--- src/rtl/exec_if.sv ---
// exec_if: issue handshake and register-file write port of the execute stage.
interface exec_if #(
    parameter int count = 3,
    parameter int DW = 8
);
    logic start, ready_o, busy, wb_en, cout_we;
    logic [2:0] op;
    logic [count-2:0] rs_idx, wb_rs;
    logic [DW-1:0] rs_val, rt_val, wb_data, cout_data;
    modport master (
        output start, op, rs_idx, rs_val, rt_val,
        input ready_o, busy, wb_en, wb_rs, wb_data, cout_we, cout_data
    );
    modport slave (
        input start, op, rs_idx, rs_val, rt_val,
        output ready_o, busy, wb_en, wb_rs, wb_data, cout_we, cout_data
    );
endinterface

--- src/rtl/exec_unit.sv ---
// exec_unit: execute stage with single-cycle ALU ops, iterative shifts and a shift-add multiply,
// writing the result to the register file and the carry/high half to COUT.
module exec_unit #(
    parameter int count = 3,
    parameter int DW = 8
) (
    input logic clk,
    input logic rst_n,
    exec_if.slave bus
);
    localparam int CW = $clog2(DW) + 1;
    localparam logic [2:0] OP_ADD = 3'd0, OP_SUB = 3'd1, OP_AND = 3'd2, OP_XOR = 3'd3,
                           OP_SLL = 3'd4, OP_SRL = 3'd5, OP_MUL = 3'd6, OP_MOV = 3'd7;
    typedef enum logic [1:0] {IDLE, SHIFT, MUL, WB} state_t;
    state_t state, state_n;
    logic [2:0] op_q, op_n;
    logic [count-2:0] rs_q, rs_n, wb_rs_q;
    logic [DW-1:0] hi, lo, hi_n, lo_n, mplier, mplier_n, res, cres, alu, wb_data_q, cout_q;
    logic [2*DW-1:0] mcand, mcand_n;
    logic [CW-1:0] cnt, cnt_n;
    logic [DW:0] sum, dif;
    logic alu_c;
    assign sum = {1'b0, bus.rs_val} + {1'b0, bus.rt_val};
    assign dif = {1'b0, bus.rs_val} - {1'b0, bus.rt_val};
    assign alu = bus.op == OP_ADD ? sum[DW-1:0] :
                 bus.op == OP_SUB ? dif[DW-1:0] :
                 bus.op == OP_AND ? bus.rs_val & bus.rt_val :
                 bus.op == OP_XOR ? bus.rs_val ^ bus.rt_val : bus.rt_val;
    assign alu_c = (bus.op == OP_ADD && sum[DW]) || (bus.op == OP_SUB && dif[DW]);
    always_comb begin
        state_n = state;
        op_n = op_q;
        rs_n = rs_q;
        hi_n = hi;
        lo_n = lo;
        mcand_n = mcand;
        mplier_n = mplier;
        cnt_n = cnt;
        res = '0;
        cres = '0;
        case (state)
            IDLE: if (bus.start) begin
                op_n = bus.op;
                rs_n = bus.rs_idx;
                if (bus.op == OP_SLL || bus.op == OP_SRL) begin
                    hi_n = '0;
                    lo_n = bus.rs_val;
                    cnt_n = CW'(bus.rt_val[2:0]);
                    state_n = bus.rt_val[2:0] == 3'd0 ? WB : SHIFT;
                    res = bus.rs_val;
                end else if (bus.op == OP_MUL) begin
                    hi_n = '0;
                    lo_n = '0;
                    mcand_n = {{DW{1'b0}}, bus.rs_val};
                    mplier_n = bus.rt_val;
                    cnt_n = CW'(DW);
                    state_n = MUL;
                end else begin
                    res = alu;
                    cres = {{(DW-1){1'b0}}, alu_c};
                    state_n = WB;
                end
            end
            SHIFT: begin
                if (op_q == OP_SLL) {hi_n, lo_n} = {hi, lo} << 1;
                else {lo_n, hi_n} = {lo, hi} >> 1;
                cnt_n = cnt - 1'b1;
                res = lo_n;
                cres = hi_n;
                state_n = cnt == CW'(1) ? WB : SHIFT;
            end
            MUL: begin
                {hi_n, lo_n} = {hi, lo} + (mplier[0] ? mcand : '0);
                mcand_n = mcand << 1;
                mplier_n = mplier >> 1;
                cnt_n = cnt - 1'b1;
                res = lo_n;
                cres = hi_n;
                state_n = cnt == CW'(1) ? WB : MUL;
            end
            default: state_n = IDLE;
        endcase
    end
    // Write-port registers load only on entry to WB so they hold until the next write.
    always_ff @(posedge clk or negedge rst_n) begin
        if (!rst_n) begin
            state <= IDLE;
            op_q <= '0;
            rs_q <= '0;
            hi <= '0;
            lo <= '0;
            mcand <= '0;
            mplier <= '0;
            cnt <= '0;
            wb_rs_q <= '0;
            wb_data_q <= '0;
            cout_q <= '0;
        end else begin
            state <= state_n;
            op_q <= op_n;
            rs_q <= rs_n;
            hi <= hi_n;
            lo <= lo_n;
            mcand <= mcand_n;
            mplier <= mplier_n;
            cnt <= cnt_n;
            if (state_n == WB) begin
                wb_rs_q <= rs_n;
                wb_data_q <= res;
                cout_q <= cres;
            end
        end
    end
    assign bus.ready_o = state == IDLE;
    assign bus.busy = state != IDLE;
    assign bus.wb_en = state == WB;
    assign bus.cout_we = state == WB && op_q != OP_MOV;
    assign bus.wb_rs = wb_rs_q;
    assign bus.wb_data = wb_data_q;
    assign bus.cout_data = cout_q;
endmodule

--- src/flat_wrapper.sv ---
// flat-port wrapper written by rule: the top's interface ports become plain ports
module exec_unit_flat 
#(
    parameter int count = 3,
    parameter int DW = 8
)
  (clk, rst_n, bus_start, bus_op, bus_rs_idx, bus_rs_val, bus_rt_val, bus_ready_o, bus_busy, bus_wb_en, bus_wb_rs, bus_wb_data, bus_cout_we, bus_cout_data);
  exec_if #(.count(count), .DW(DW)) bus_i ();
  input logic clk;
  input logic rst_n;
  input wire logic [$bits(bus_i.start)-1:0] bus_start;
  input wire logic [$bits(bus_i.op)-1:0] bus_op;
  input wire logic [$bits(bus_i.rs_idx)-1:0] bus_rs_idx;
  input wire logic [$bits(bus_i.rs_val)-1:0] bus_rs_val;
  input wire logic [$bits(bus_i.rt_val)-1:0] bus_rt_val;
  output wire logic [$bits(bus_i.ready_o)-1:0] bus_ready_o;
  output wire logic [$bits(bus_i.busy)-1:0] bus_busy;
  output wire logic [$bits(bus_i.wb_en)-1:0] bus_wb_en;
  output wire logic [$bits(bus_i.wb_rs)-1:0] bus_wb_rs;
  output wire logic [$bits(bus_i.wb_data)-1:0] bus_wb_data;
  output wire logic [$bits(bus_i.cout_we)-1:0] bus_cout_we;
  output wire logic [$bits(bus_i.cout_data)-1:0] bus_cout_data;
  assign bus_i.start = bus_start;
  assign bus_i.op = bus_op;
  assign bus_i.rs_idx = bus_rs_idx;
  assign bus_i.rs_val = bus_rs_val;
  assign bus_i.rt_val = bus_rt_val;
  assign bus_ready_o = bus_i.ready_o;
  assign bus_busy = bus_i.busy;
  assign bus_wb_en = bus_i.wb_en;
  assign bus_wb_rs = bus_i.wb_rs;
  assign bus_wb_data = bus_i.wb_data;
  assign bus_cout_we = bus_i.cout_we;
  assign bus_cout_data = bus_i.cout_data;
  exec_unit #(.count(count), .DW(DW)) u_core (.clk(clk), .rst_n(rst_n), .bus(bus_i));
endmodule
--- config.mk ---
export PLATFORM = sky130hd
export DESIGN_NAME = exec_unit_flat
export DESIGN_NICKNAME = d
export VERILOG_FILES = /design/src/rtl/exec_if.sv /design/src/rtl/exec_unit.sv /design/src/flat_wrapper.sv
export SDC_FILE = /design/constraint.sdc
export NUM_CORES = 1
export LEC_CHECK = 0
export CORE_AREA = 5 5 120 111
export DETAILED_ROUTE_END_ITERATION = 12
export DIE_AREA = 0 0 125 116
export SLEW_MARGIN = 20
export SYNTH_ARGS = -nofsm -noshare
export SYNTH_HDL_FRONTEND = slang
export SYNTH_SLANG_ARGS = --single-unit
export TNS_END_PERCENT = 50
--- constraint.sdc ---
create_clock -name clk -period 5.6 [get_ports clk]
set_input_delay 0.56 -clock clk [delete_from_list [all_inputs] [get_ports clk]]
set_output_delay 0.56 -clock clk [all_outputs]
set_load 0.01 [all_outputs]
Yosys cells after proc, flatten, opt, wreduce, memory -nomap -nowiden
Index checks and enable logic that the tools add are counted.
- register bits: 69
- input port bits: 24
- output and inout bits: 22
- word-level logic and storage cells: 94
- add/sub/neg operators: 4
- equal/unequal tests: 17
- mux-type cells: 43
- bitwise operators: 2
- reduce and logical (&&, ||, !) cells: 17
- operators by type and width (cell ; number):
    8-bit 2-to-1 mux ; 19
    8-bit one-hot mux with 3 select lines ; 4
    16-bit 2-to-1 mux ; 4
    16-bit one-hot mux with 2 select lines ; 1
    16-bit adder ; 1
    8-bit one-hot mux with 2 select lines ; 1
    3-bit equality test, second input constant ; 4
    2-bit 2-to-1 mux ; 6
    4-bit 2-to-1 mux ; 3
    8-bit by 8-bit adder with 9-bit output ; 1
    8-bit by 8-bit subtractor with 9-bit output ; 1
    8-bit bitwise AND ; 1
    4-bit one-hot mux with 2 select lines ; 1
    8-bit bitwise XOR ; 1
    2-bit equality test, second input constant ; 3
    3-bit by 2-bit equality test with 1-bit output, second input constant ; 2
    3-bit zero test ; 2
    2-bit one-hot mux with 3 select lines ; 1
    3-bit AND reduction ; 2
    2-bit nonzero test ; 3
    4-bit by 1-bit equality test with 1-bit output, second input constant ; 1
    2-bit inequality test, second input constant ; 2
    4-bit AND reduction ; 1
    4-bit by 1-bit subtractor with 4-bit output, second input constant ; 1
    12 further kinds ; 17

Logic depth before layout (Yosys ltp)
- depth after elaboration: 9
- gate-level depth with buffers: 11

Worst setup path before layout
Ideal clock, no wire load.
- path kind: flip-flop to flip-flop
- from: reg u_core.mplier[0]
- to: reg u_core.hi[6]
- arrival time: 2.352 ns
- path slack: 3.171 ns
- cell stages (with the launch flop): 11
- period minus slack after synthesis: 2.429 ns
- cells stage by stage: dfrtp_1 -> and2_1 -> ha_1 -> fa_1 -> a211oi_2 -> o21ai_1 -> a41o_2 -> a31oi_4 -> xnor2_1 -> a22oi_2 -> o21ai_1
- cells in the longest elaborated chain, start to end: 3
- ends and longest elaborated chain (what ; RTL line ; source):
    start: declaration ; exec_unit.sv:18 ; logic [DW-1:0] hi, lo, hi_n, lo_n, mplier, mplier_n, res, cres, alu, wb_data_q, cout_q;
    start signal: assignment ; exec_unit.sv:105 ; mplier <= mplier_n;
    16-bit 2-to-1 mux ; exec_unit.sv:73 ; {hi_n, lo_n} = {hi, lo} + (mplier[0] ? mcand : '0);
    16-bit adder ; exec_unit.sv:73 ;
    8-bit one-hot mux with 3 select lines ; exec_unit.sv:41 ; case (state)
    end signal: assignment ; exec_unit.sv:102 ; hi <= hi_n;
    end: declaration ; exec_unit.sv:18 ;
No other way between the ends.
A chain may end at the register's enable or synchronous reset.

Final worst setup path
- from: in bus_op[1]
- to: reg u_core.hi[0]
- cells in the longest elaborated chain, start to end: 5
- elaborated cells between the ends (all ways): 9
- those cells by class: eq/ne: 4; mux: 3; reduce/logical: 2
- ends and longest elaborated chain (what ; RTL line ; source):
    start: declaration ; flat_wrapper.sv:12 ; input wire logic [$bits(bus_i.op)-1:0] bus_op;
    3-bit equality test ; exec_unit.sv:45 ; if (bus.op == OP_SLL || bus.op == OP_SRL) begin
    1-bit logical OR ; exec_unit.sv:45 ;
    8-bit 2-to-1 mux ; exec_unit.sv:45 ;
    8-bit 2-to-1 mux ; exec_unit.sv:42 ; IDLE: if (bus.start) begin
    8-bit one-hot mux with 3 select lines ; exec_unit.sv:41 ;
Several ways; a longest one is shown, not always the timed one. The select of a mux whose other input is x is not followed.

==> results.md <==
- The worst register-to-register path ends at u_core.hi[6].
- The final layout contains 737 nets.
- The final count of negative-setup-slack endpoints is 0.
- The cell count after synthesis came out at 645.
- The via count of the first global-routing pass is 4749.
- The die covers 14500 µm².
- The number of nets handed over by synthesis was 709.
- For this configuration, the core starts out at a cell density of 0.450.
- On the final layout, the worst clock skew is 3.92 ps.
- The overall power consumption is 2.99 mW.
- The top cell types in the final layout, fill and taps aside, are sky130_fd_sc_hd__nand2_1, sky130_fd_sc_hd__dfrtp_1, sky130_fd_sc_hd__o21ai_0.
- The stage delay of the slowest cell on the critical path is 940 ps.
- The initial antenna violation count is 0.
- Static timing analysis puts the maximum clock frequency at 300 MHz.
- Relative to the synthesized area, the layout overhead comes to 16.2%.
- The worst-case vdd ir drop is 0.363 mV.
- Of all flip-flops after synthesis, the portion carrying an async set or reset was 1.00.
- For this design the static power due to leakage is 2.72 nW.
- The core outline area is 11800 µm².
- Headroom to the max-slew limit came out at 0.303.
- The number of antenna-violating nets in the routed design is 0.
- The worst register-to-register path begins at u_core.mplier[0].
- The number of vias per cell after detailed routing is 5.75.
- In the final routed layout, each cell accounts on average for 18.4 µm.
- The first-pass iteration count of the detailed router is 5.
- In this run the vertical extent of the chip is 116 µm.
- The data required time of the critical path is 5860 ps.
- The share of the Yosys chip area taken by registers is 0.324.
- The congestion estimate from routability-driven global placement came to 0.875.
- The maximum fanout along the worst path is 27.
- The longest clock path from root to sink contains 2 buffers.
- For the final routed database, the setup TNS stands at 0 ps.
- Global routing finished with a remaining overflow of 0.
- For met1 alone, demand over resource in global routing was 0.312.
- The hold violation count in the final report is 0.
- Clock tree synthesis inserted a total of 9 buffers.
- The per-instance average area after synthesis is 8.26 µm².
- The share of post-route cells with drive strength above 1 is 0.0811.
- In this run the tool buffered the top-level ports with 45 buffer cells.
- Once detailed placement completed, the half-perimeter wirelength came to 11300 µm.
- Once the clock tree was built, the setup fixing pass inserted 0 buffers.
- The worst setup path is captured at a flop.
- The first-pass GRT wire length is 25200 µm.
- The class of the most critical setup path is input port to flop.
- The cell type with the highest occurrence count on the critical path is sky130_fd_sc_hd__nand2_1.
- The number of pins exceeding their max-slew limit in the final report is 0.
- Entering global routing, the biggest net connects 70 pins.
- The Yosys step of the flow raised 0 warnings.
- The total number of clock tree sinks is 69.
- The library cell contributing the largest single delay on the critical path is sky130_fd_sc_hd__clkdlybuf4s50_1.
- The flow ran to the end, and the final reports show no timing, DRC or antenna violations.
- The clock root buffer is sky130_fd_sc_hd__clkbuf_16.
- The number of flops mapped to enable cells by yosys is 0.
- The most common library cell in the layout ignoring fill and taps is sky130_fd_sc_hd__nand2_1.
- Following the worst setup path forward leads to its endpoint at u_core.hi[0].
- The routed layout has 4822 vias.
- The most used flip-flop cell after synthesis is sky130_fd_sc_hd__dfrtp_1.
- In this design, the largest share of critical-path delay is due to compound AO/OA/AOI/OAI gates.
- The timing startpoint of the critical path is bus_op[1].
- The netlist area before placement is 5330 µm².
- In this run the horizontal extent of the chip is 125 µm.
- The CTS H-tree depth is 3.
- In this run, distinct cell masters in the synthesized netlist total 71.
- The repair_antennas step left the layout with diodes totalling 0.
- The post-route fraction of the period consumed by the critical path is 0.595.
- TritonCTS built the clock tree.
- In this run the number of cells on the critical path is 6.
- The initialized floorplan defines 38 standard-cell rows.
- Setup slack on the worst reg-to-reg path comes out at 2700 ps.
- In this run, post-CTS hold repair placed 0 buffers.
- The most utilized layer in the global route result is met2.
- The remaining routing DRC violations is 0.
- The max-cap violation count is 0.
- At the worst endpoint, the arrival time is 3590 ps.
- For this run, global-route usage on met3 was measured as 0.0512.
- For this design the ratio of total power to cell area is 484 nW/µm².
- Setup repair after global routing left no endpoint under its margin.
- The total global routing track utilization is 0.218.
- The boundary pin count is 46.
- Counting both buffers and inverters, the worst setup path holds a total of 1.
- The quantity of gates resized following cts is 0.
- The final layout contains routed wiring with a total length of 15400 µm.
- Traced cell by cell, the critical path runs through clkdlybuf4s50_1 > nand2_1 > nand3_1 > a21oi_1 > nand2_1 > o21ai_0.
- The global routing usage on met2 is 0.333.
- The later pin in the worst-skew pair is clocked with a latency of 340 ps.
- The initial detailed-routing violation count is 414.
- In this run the worst hold path is classified as input port to async pin.
- The nature of the critical path startpoint is an input port.
- The clock-pin transition on the worst setup and hold timing paths is 60 ps.
- The number of flip-flops and latches in the synthesized netlist is 69.
- The transition time of the tightest slew-check pin is 1050 ps.
- Counting cells, the worst reg-to-reg path comes to 10.
- The shortest clock period the worst path allows after layout is 3330 ps.
-- kinds of logic (layout without fill, tap and decap cells) --
family	Yosys count	count (layout)	share of synthesized area
AND/OR/NAND/NOR	213	213	0.180
AO/OA/AOI/OAI	204	204	0.246
flip-flops	69	69	0.324
buffers and inverters	67	100	0.0540
adder cells (fa/ha/maj)	40	40	0.0981
multiplexers	37	37	0.0728
XOR/XNOR	15	15	0.0247
-- power by group --
group | switching [mW] | internal (mW) | leakage (nW)
Clock | 0.248 | 0.397 | 0.159
Sequential | 0.169 | 0.699 | 0.877
Combinational | 0.879 | 0.601 | 1.68
-- sequential cells by signal (all words and copies together), names as in the netlist --
name                  cells
u_core.bus.wb_data        8
u_core.op_q               3
u_core.lo                 8
u_core.state              2
u_core.bus.cout_data      8
u_core.mplier             8
u_core.rs_q               2
u_core.bus.wb_rs          2
u_core.mcand             16
u_core.hi                 8
u_core.cnt                4
-- worst min path at each step --
stage	from	endpoint	slack, ps	depth (start not counted)
4_1_cts	rst_n	u_core.mplier[3]	460	2
5_1_grt	u_core.rs_q[0]	u_core.rs_q[0]	480	2
3_3_place_gp	u_core.rs_q[0]	u_core.rs_q[0]	450	2
3_5_place_dp	u_core.rs_q[0]	u_core.rs_q[0]	450	2
6_report	rst_n	u_core.mplier[2]	420	2
2_1_floorplan	rst_n	u_core.bus.cout_data[0]	260	0
-- per-layer routing --
layer / up-vias / share of wire
li1: 2348 / -
met1: 2317 / 0.49
met2: 140 / 0.43
met3: 17 / 0.065
met4: 0 / 0.016
met5: - / 0
-- cell usage after synthesis (all sizes together), types with 6 or more instances --
library cell  instances  area share
a22oi                 9       0.015
ha                   37       0.087
xnor2                11       0.018
nand2                98       0.069
a21o                  7      0.0099
o21ai                68       0.064
buf                  15       0.017
a21oi                49       0.047
inv                  33       0.023
nor2                 55       0.040
dfrtp                69        0.32
mux2i                23       0.043
nor3                  7      0.0066
mux2                 14       0.030
clkbuf               18       0.013
a31oi                15       0.020
a221oi                7       0.013
nand3                 9      0.0085
o22ai                 6      0.0070
and2                 20       0.023
a211oi                6       0.010
nand2b                7      0.0082
-- worst reg2reg max path, cell delays in order (launching register included) --
cell	delay, ps
sky130_fd_sc_hd__dfrtp_1	540
sky130_fd_sc_hd__and2_1	230
sky130_fd_sc_hd__ha_1	230
sky130_fd_sc_hd__fa_1	440
sky130_fd_sc_hd__a211oi_2	280
sky130_fd_sc_hd__o21ai_1	140
sky130_fd_sc_hd__a41o_2	340
sky130_fd_sc_hd__a31oi_4	180
sky130_fd_sc_hd__xnor2_1	180
sky130_fd_sc_hd__a22oi_2	110
sky130_fd_sc_hd__o21ai_1	160
-- stage by stage --
step	cell area (µm²)	instances	setup slack, ps	hold slack, ps	util
6_report	6190	838	2270	415	0.523
5_1_grt	6190	838	2040	481	0.523
4_1_cts	6190	838	2040	460	0.523
3_5_place_dp	5860	822	1680	453	0.495
3_3_place_gp	5860	822	1900	452	0.495
2_1_floorplan	5330	645	3170	264	-
-- layout make-up --
class                           instances  area [µm²]
Timing Repair Buffer                   50         483
Inverter                               34         128
Sequential cell                        69        1730
Tap cell                              160         200
Clock buffer                            9         225
Multi-Input combinational cell        509        3320
Clock inverter                          7         105
Fill cell                            1138        5650
Power figures use the tool's default switching activity.
